`src/rtl/operand_b_fwd_stage.sv`:
```
// Operand-B select/forward stage at the ID/EX boundary with load-use stall control.
// Optional performance counters are built only when OPB_FWD_PERF_EN is defined.
module operand_b_fwd_stage #(
  parameter int unsigned DW       = 32,
  parameter int unsigned AW       = 5,
  parameter int unsigned LOAD_LAT = 1,
  parameter int unsigned CW       = 16
) (
  input  logic          clk,
  input  logic          reset,
  input  logic          id_valid,
  input  logic          id_mb,
  input  logic [AW-1:0] id_rb_addr,
  input  logic [DW-1:0] id_b_data,
  input  logic [DW-1:0] id_const,
  input  logic          flush,
  input  logic          ex_wr_en,
  input  logic [AW-1:0] ex_wr_addr,
  input  logic          ex_is_load,
  input  logic [DW-1:0] ex_result,
  input  logic          wb_wr_en,
  input  logic [AW-1:0] wb_wr_addr,
  input  logic [DW-1:0] bus_d,
  output logic          stall,
  output logic [DW-1:0] bus_b_q,
  output logic          bus_b_valid_q,
  output logic [1:0]    src_q,
  output logic [CW-1:0] ex_fwd_cnt,
  output logic [CW-1:0] wb_fwd_cnt,
  output logic [CW-1:0] stall_cnt
);

  localparam int unsigned CNT_W = 3;
  localparam logic [1:0] SRC_RF    = 2'd0;
  localparam logic [1:0] SRC_CONST = 2'd1;
  localparam logic [1:0] SRC_EX    = 2'd2;
  localparam logic [1:0] SRC_WB    = 2'd3;

  typedef enum logic {RUN, STALL} state_t;

  state_t           state, state_nxt;
  logic [CNT_W-1:0] cnt, cnt_nxt;
  logic             mask, mask_nxt;
  logic             ex_hit, wb_hit, ex_hit_eff, load_use, bubble;
  logic [DW-1:0]    sel_data;
  logic [1:0]       sel_src;

  // EX is blind while stalling and for one cycle after: that slot is a bubble.
  assign ex_hit     = ex_wr_en && (ex_wr_addr == id_rb_addr) && (id_rb_addr != '0);
  assign wb_hit     = wb_wr_en && (wb_wr_addr == id_rb_addr) && (id_rb_addr != '0);
  assign ex_hit_eff = ex_hit && !mask && (state == RUN);
  assign load_use   = id_valid && !id_mb && ex_hit_eff && ex_is_load;
  assign bubble     = stall || flush || !id_valid;

  // Fixed-priority operand select: constant, EX, WB, register file.
  always_comb begin
    sel_data = id_b_data;
    sel_src  = SRC_RF;
    if (id_mb) begin
      sel_data = id_const;
      sel_src  = SRC_CONST;
    end else if (ex_hit_eff) begin
      sel_data = ex_result;
      sel_src  = SRC_EX;
    end else if (wb_hit) begin
      sel_data = bus_d;
      sel_src  = SRC_WB;
    end
  end

  // cnt holds the stall cycles still owed, including the current STALL cycle.
  always_comb begin
    state_nxt = state;
    cnt_nxt   = cnt;
    mask_nxt  = 1'b0;
    stall     = 1'b0;
    if (flush) begin
      state_nxt = RUN;
      cnt_nxt   = '0;
    end else begin
      case (state)
        RUN: begin
          if (load_use) begin
            stall = 1'b1;
            if (LOAD_LAT == 1) begin
              mask_nxt = 1'b1;
            end else begin
              state_nxt = STALL;
              cnt_nxt   = CNT_W'(LOAD_LAT - 1);
            end
          end
        end
        STALL: begin
          stall = 1'b1;
          if (cnt <= CNT_W'(1)) begin
            state_nxt = RUN;
            cnt_nxt   = '0;
            mask_nxt  = 1'b1;
          end else begin
            cnt_nxt = cnt - CNT_W'(1);
          end
        end
      endcase
    end
  end

  always_ff @(posedge clk) begin
    if (reset) begin
      state <= RUN;
      cnt   <= '0;
      mask  <= 1'b0;
    end else begin
      state <= state_nxt;
      cnt   <= cnt_nxt;
      mask  <= mask_nxt;
    end
  end

  always_ff @(posedge clk) begin
    if (reset || bubble) begin
      bus_b_valid_q <= 1'b0;
      bus_b_q       <= '0;
      src_q         <= SRC_RF;
    end else begin
      bus_b_valid_q <= 1'b1;
      bus_b_q       <= sel_data;
      src_q         <= sel_src;
    end
  end

`ifdef OPB_FWD_PERF_EN
  // Saturating event counters.
  always_ff @(posedge clk) begin
    if (reset) begin
      ex_fwd_cnt <= '0;
      wb_fwd_cnt <= '0;
      stall_cnt  <= '0;
    end else begin
      if (!bubble && (sel_src == SRC_EX) && (ex_fwd_cnt != '1))
        ex_fwd_cnt <= ex_fwd_cnt + CW'(1);
      if (!bubble && (sel_src == SRC_WB) && (wb_fwd_cnt != '1))
        wb_fwd_cnt <= wb_fwd_cnt + CW'(1);
      if (stall && (stall_cnt != '1))
        stall_cnt <= stall_cnt + CW'(1);
    end
  end
`else
  assign ex_fwd_cnt = '0;
  assign wb_fwd_cnt = '0;
  assign stall_cnt  = '0;
`endif

endmodule

```
`config.mk`:
```
export PLATFORM = sky130hd
export DESIGN_NAME = operand_b_fwd_stage
export DESIGN_NICKNAME = d
export VERILOG_FILES = /design/src/rtl/operand_b_fwd_stage.sv
export SDC_FILE = /design/constraint.sdc
export NUM_CORES = 1
export LEC_CHECK = 0
export ABC_CLOCK_PERIOD_IN_PS = 1620
export BUFFER_PORTS_ARGS = -buffer_cell sky130_fd_sc_hd__buf_2
export CAP_MARGIN = 20
export CORE_MARGIN = 5
export CORE_UTILIZATION = 35
export DETAILED_ROUTE_END_ITERATION = 12
export PLACE_DENSITY = 0.77
export SETUP_SLACK_MARGIN = 0.1
export SYNTH_ARGS = -nofsm -noshare
export SYNTH_HDL_FRONTEND = slang
export SYNTH_SLANG_ARGS = --single-unit
```
`constraint.sdc`:
```
create_clock -name clk -period 1.62 [get_ports clk]
set_input_delay 0.081 -clock clk [delete_from_list [all_inputs] [get_ports clk]]
set_output_delay 0.081 -clock clk [all_outputs]
set_load 0.005 [all_outputs]
```
# ---- After elaboration in Yosys (flattened, before gate mapping)
# Cells that the tools add are included.
# W data, S select, Z words.
dict set report word_totals {
  reg_bits 40
  in_bits 151
  output_inout_bits 84
  wordCells 46
}
dict set report classes {
  add_sub_neg 1
  order_cmp 1
  n_eq_ne 2
  n_mux 16
  bitwise 1
  reduce_logical 18
}
# op count
set op_table {}
lappend op_table {{$mux W32} 3}
lappend op_table {{$eq A5 B5 Y1} 2}
lappend op_table {{$logic_and A1 B1 Y1} 9}
lappend op_table {{$mux W1} 6}
lappend op_table {{$mux W3} 2}
lappend op_table {{$pmux W1 S2} 3}
lappend op_table {{$reduce_bool A5 Y1} 1}
lappend op_table {{$mux W2} 2}
lappend op_table {{$reduce_or A2 Y1} 2}
lappend op_table {{$le A3 B1 Y1 const B} 1}
lappend op_table {{$logic_not A1 Y1} 3}
lappend op_table {{$logic_or A1 B1 Y1} 3}
lappend op_table {{$sub A3 B1 Y3 const B} 1}
lappend op_table {{$not A1 Y1} 1}

# ---- Logic depth before layout (Yosys ltp)
dict set report logic_depth {
  ltp_word 14
  depth_mapped 8
  mapped_depth_nobuf 7
}

# ---- Worst setup path after synthesis
# OpenSTA, ideal clock, no wires.
dict set report synth_path {
  path_kind {input -> register}
  startpoint {input port id_rb_addr[2]}
  endpoint {register bus_b_q[26]}
  setup_ns 0.117
  t_arrival_ns 1.547
  required_time_ns 1.503
  path_slack_ns -0.044
  stages 6
  path_buffers 1
  cell_sequence {or4_1 > o211ai_1 > nor2_1 > buf_2 > a221o_1 > a32o_1}
}
dict set report synth_between {
  elab_chain_cells 13
  elab_cells_between_ends 20
  classes_between {2 x eq/ne; 6 x mux; 12 x reduce/logical}
}
# element line
set synth_rtl {}
lappend synth_rtl {{start, declared} 13} ;# input logic [AW-1:0] id_rb_addr,
lappend synth_rtl {{$eq A5 B5 Y1} 49} ;# assign ex_hit = ex_wr_en && (ex_wr_addr == id_rb_addr) && (id_rb_addr != '0);
lappend synth_rtl {{$logic_and A1 B1 Y1 (2 in a row)} 49}
lappend synth_rtl {{$logic_and A1 B1 Y1 (2 in a row)} 51} ;# assign ex_hit_eff = ex_hit && !mask && (state == RUN);
lappend synth_rtl {{$logic_and A1 B1 Y1 (2 in a row)} 52} ;# assign load_use = id_valid && !id_mb && ex_hit_eff && ex_is_load;
lappend synth_rtl {{$mux W1} 83} ;# if (load_use) begin
lappend synth_rtl {{$pmux W1 S2} 81} ;# case (state)
lappend synth_rtl {{$mux W1} 77} ;# if (flush) begin
lappend synth_rtl {{$logic_or A1 B1 Y1 (2 in a row)} 53} ;# assign bubble = stall || flush || !id_valid;
lappend synth_rtl {{$logic_or A1 B1 Y1} 120} ;# if (reset || bubble) begin
lappend synth_rtl {{end signal, assigned} 126} ;# bus_b_q <= sel_data;
lappend synth_rtl {{end, declared} 25} ;# output logic [DW-1:0] bus_b_q,
# Several ways; a longest one is shown, not always the timed one.
# A chain may end at the register's enable or synchronous reset.

# ---- Final worst setup path
dict set report layout_path {
  startpoint {register mask}
  endpoint {register bus_b_q[20]}
}
dict set report layout_between {
  elab_chain_cells 11
  elab_cells_between_ends 13
  classes_between {5 x mux; 8 x reduce/logical}
}
# element line
set layout_rtl {}
lappend layout_rtl {{start, declared} 43} ;# logic mask, mask_nxt;
lappend layout_rtl {{start signal, assigned} 115} ;# mask <= mask_nxt;
lappend layout_rtl {{$logic_not A1 Y1 (*)} 51}
lappend layout_rtl {{$logic_and A1 B1 Y1 (*) (2 in a row)} 51}
lappend layout_rtl {{$logic_and A1 B1 Y1 (2 in a row)} 52}
lappend layout_rtl {{$mux W1} 83}
lappend layout_rtl {{$pmux W1 S2} 81}
lappend layout_rtl {{$mux W1} 77}
lappend layout_rtl {{$logic_or A1 B1 Y1 (2 in a row)} 53}
lappend layout_rtl {{$logic_or A1 B1 Y1} 120}
# Every way passes the cells marked *; elsewhere a longest branch is shown, timed or not.

==> results.md <==
* Clock Tree Root: clkbuf_8
* Htree depth at 2
* Worst path max stage delay at approximately 0.31 ns
* Max Fclk at approximately 550 MHz
* Tcrit/Tclk final at 113%
* Unrepaired setup endpoints after global routing: true
* Initial DRC count at approximately 120
* Post-placement cell count at 630
* Synth async-reset ratio at 0%
* Critical Path Start Type: flop
* DR WL/cell at between 15 and 20 microns
* HPWL Detailed at roughly 8000 microns
* Post-synthesis register bit count at 40
* Final core utilization at between 50% and 60%
* Mean Syn Cell Area at between 7 and 8 sq um
* Endpoint class of the critical path: flop
* Failing checks: negative setup slack
* Residual DRC count at 0
* Final global-route overflow total at 0
* Pin count of the biggest net entering global routing at 33
* Worst setup startpoint: mask
* Leading area contributor after synthesis: dfxtp_1
* GR Util met1 at between 20% and 30%
* First drt pass iteration count at 5
* Seq/Total Area, Yosys at between 20% and 30%
* Clock sink total at 40
* Initial Utilization at 35.9%
* Pre-CTS WS at -0.312 ns
* Share of the synthesized area in the top cell type at between 20% and 30%
* CP Cell Sequence: nor3b_2, o211ai_1, nor2_4, buf_4, buf_6, buf_12, buf_6, o21ai_0, a32o_1
* Avg Vias per Cell at 5.00
* DRT antenna net count at 0
* Critical-path cell with the highest stage delay: dfxtp_1
* Clk Latency, worst-skew pair at ~0.29 ns
* Crit. path cell count at 9
* Crit path to: bus_b_q[20]
* Leading cell type by number of instances after synthesis: buf_4
* Fin cells at 671
* Vias in the first global route at approximately 3.5k
* R2R cell count at 9
* Die ar. at between 9000 and 10000 sq um
* Worst hold margin at around 0.012 ns
* Ant diodes at 0
* HP Class: in2reg
* Reg2Reg Setup Slack at -0.21 ns
* Final worst slack at -0.205 ns
* Grt peak-use layer: met2
* Vias post-DR at between 3k and 4k
* Req. time, crit path at 1.79 ns
* RR Endpoint: bus_b_q[20]
* CP Buf/Inv Count at 4
* Synth area leaders: dfxtp_1 (29%), buf_4 (13%), o21ai_0 (8.7%), and3_1 (7.2%), a221oi_1 (5.7%)
* Final count of negative-setup-slack endpoints at 35
* CP max FO at 6
* Max Cap Viol at 0
* GR Util met3 at around 4.6%
* LEAKAGE at ~0.0022 uW
* Core area at 7730 sq um
* Routed WL at around 11000 microns
* Netlist cell types at 32
* CP top delay family: compound AO/OA/AOI/OAI gates
* Clock-pin slew on the worst setup and hold paths at ~0.080 ns
* Slew @ Worst Pin at about 0.56 ns
* Worst EP arrival at 2.00 ns
* Crit Path Category: reg2reg
* Outcome: complete, but fails checks
* Clk_skew at 0.00724 ns
* Final Critical Period at around 1.8 ns
* Nets at approximately 720
* Antenna violations before repair at 0
* Layout cell share with drive strength beyond 1 at a little under half
* First-pass GRT wire length at 16900 microns
* Cts bufs inserted at 5
* Final Max Slew Viols at 0
* Area Growth Syn to Fin at 61.8%
* Slew margin rel. at between 60% and 70%
* Setup TNS Final at -3.64 ns
* Worst flop-to-flop path startpoint: mask
* GR Util All Layers at between 20% and 30%
* Placer Congestion at between 0.9 and 1
* Mapped Area at 2770 sq um
* Cell row count at 32
* Boundary Pins at between 200 and 250
* CTS max path bufs at 2
* Die H at slightly below 100 microns
* Most used DFF post-synth: dfxtp_1
* Post-Syn Instances at roughly 350
* Critical Path Most Common Cell: buf_6
* Post-synth top cells: buf_4 (49), o21ai_0 (48), dfxtp_1 (40), and3_1 (32), nand2_1 (21)
* I/O Buffers at ~190
* Grt met2 use at 38.5%
* Die X at approximately 99 microns
* Number of synthesized flops with an enable pin at 0
* CTS tree: done
* Power per cell area at 543 nW/um^2
* Syn. warnings at 0
* Peak supply drop at 0.325 mV
* Final Hold Viols at 0
-- logic make-up (layout without fill, tap and decap cells) --
group	after synthesis	after routing	share of synthesized area [%]
compound gates	107	107	27.4
buf+inv	96	267	20.8
simple gates	95	95	18.4
flops	40	40	28.9
xor+xnor	10	10	3.43
fa+ha+maj	2	2	0.902
other cells	1	48	0.135
-- worst reg2reg max path: stages (launching register included) --
cell	delay, ns
dfxtp_1	0.31
nor3b_2	0.21
o211ai_1	0.17
nor2_4	0.15
buf_4	0.13
buf_6	0.12
buf_12	0.12
buf_6	0.12
o21ai_0	0.10
a32o_1	0.28
-- routing by layer --
layer  vias to the layer above  share of wire, %
met4                         0               2.3
met1                      1539                38
met5                         -                 0
li1                       1602                 -
met3                        22               8.9
met2                       191                51
-- where the power goes --
part / leakage, uW / total (uW) / switching (uW) / internal [uW]
Clock: 0.0000503 / 727 / 347 / 380
Sequential: 0.000325 / 1020 / 7.37 / 1010
Combinational: 0.00186 / 690 / 315 / 375
-- worst min-delay path by stage --
stage | end | startpoint | cells after the start | slack (ns)
after global routing | bus_b_q[8] | id_const[8] | 3 | 0.01
after detailed placement | bus_b_q[15] | id_const[15] | 3 | 0.28
after global placement | bus_b_q[23] | id_const[23] | 3 | 0.28
final | bus_b_q[8] | id_const[8] | 3 | 0.01
after CTS | bus_b_q[5] | id_const[5] | 3 | 0.0008
after floorplan | bus_b_q[0] | id_const[0] | 2 | 0.19
-- state kept, by name, summed over array words and instances (netlist names) --
name           flops
mask               1
bus_b_valid_q      1
state              1
bus_b_q           32
src_q              2
cnt                3
-- timing repair --
item,4_1_cts,5_1_grt
cloned,2,1
buffers inserted,5,5
hold endpoints to repair,21,0
hold buffers,21,0
pin swaps,14,22
setup endpoints to repair,37,37
resized for setup,44,23
-- final cells by class --
class | count | area (sq um)
fill | 695 | 3240
multi-input combinational | 262 | 1780
timing repair buffer | 242 | 1610
sequential | 40 | 801
tap | 102 | 128
clock buffer | 7 | 96.3
inverter | 18 | 67.6
-- layout by cell type, fill, tap and decap left out, types with 2 or more instances in the layout --
master / instances
dfxtp_1: 40
o21ai_0: 26
nor2_4: 2
nand2_1: 21
a221oi_4: 5
buf_16: 2
buf_2: 184
o21ai_2: 2
o21ai_1: 23
o21ba_2: 2
nor2_2: 2
nor2_1: 9
xnor2_1: 9
a221o_1: 14
conb_1: 48
dlygate4sd3_1: 21
nor2b_1: 18
a21oi_1: 4
ha_1: 2
clkbuf_8: 7
buf_12: 9
buf_4: 18
buf_8: 2
nor3_1: 2
inv_1: 18
and3_1: 32
buf_6: 5
nand4_1: 3
a221oi_2: 13
a32o_1: 13
-- metrics by stage --
stage	instance area (sq um)	power [uW]
after CTS	4330	2440
after global routing	4490	2570
after floorplan	2960	1380
final	4490	2440
after global placement	3780	1600
after detailed placement	3780	1600
(Power assumes the default switching activity.)
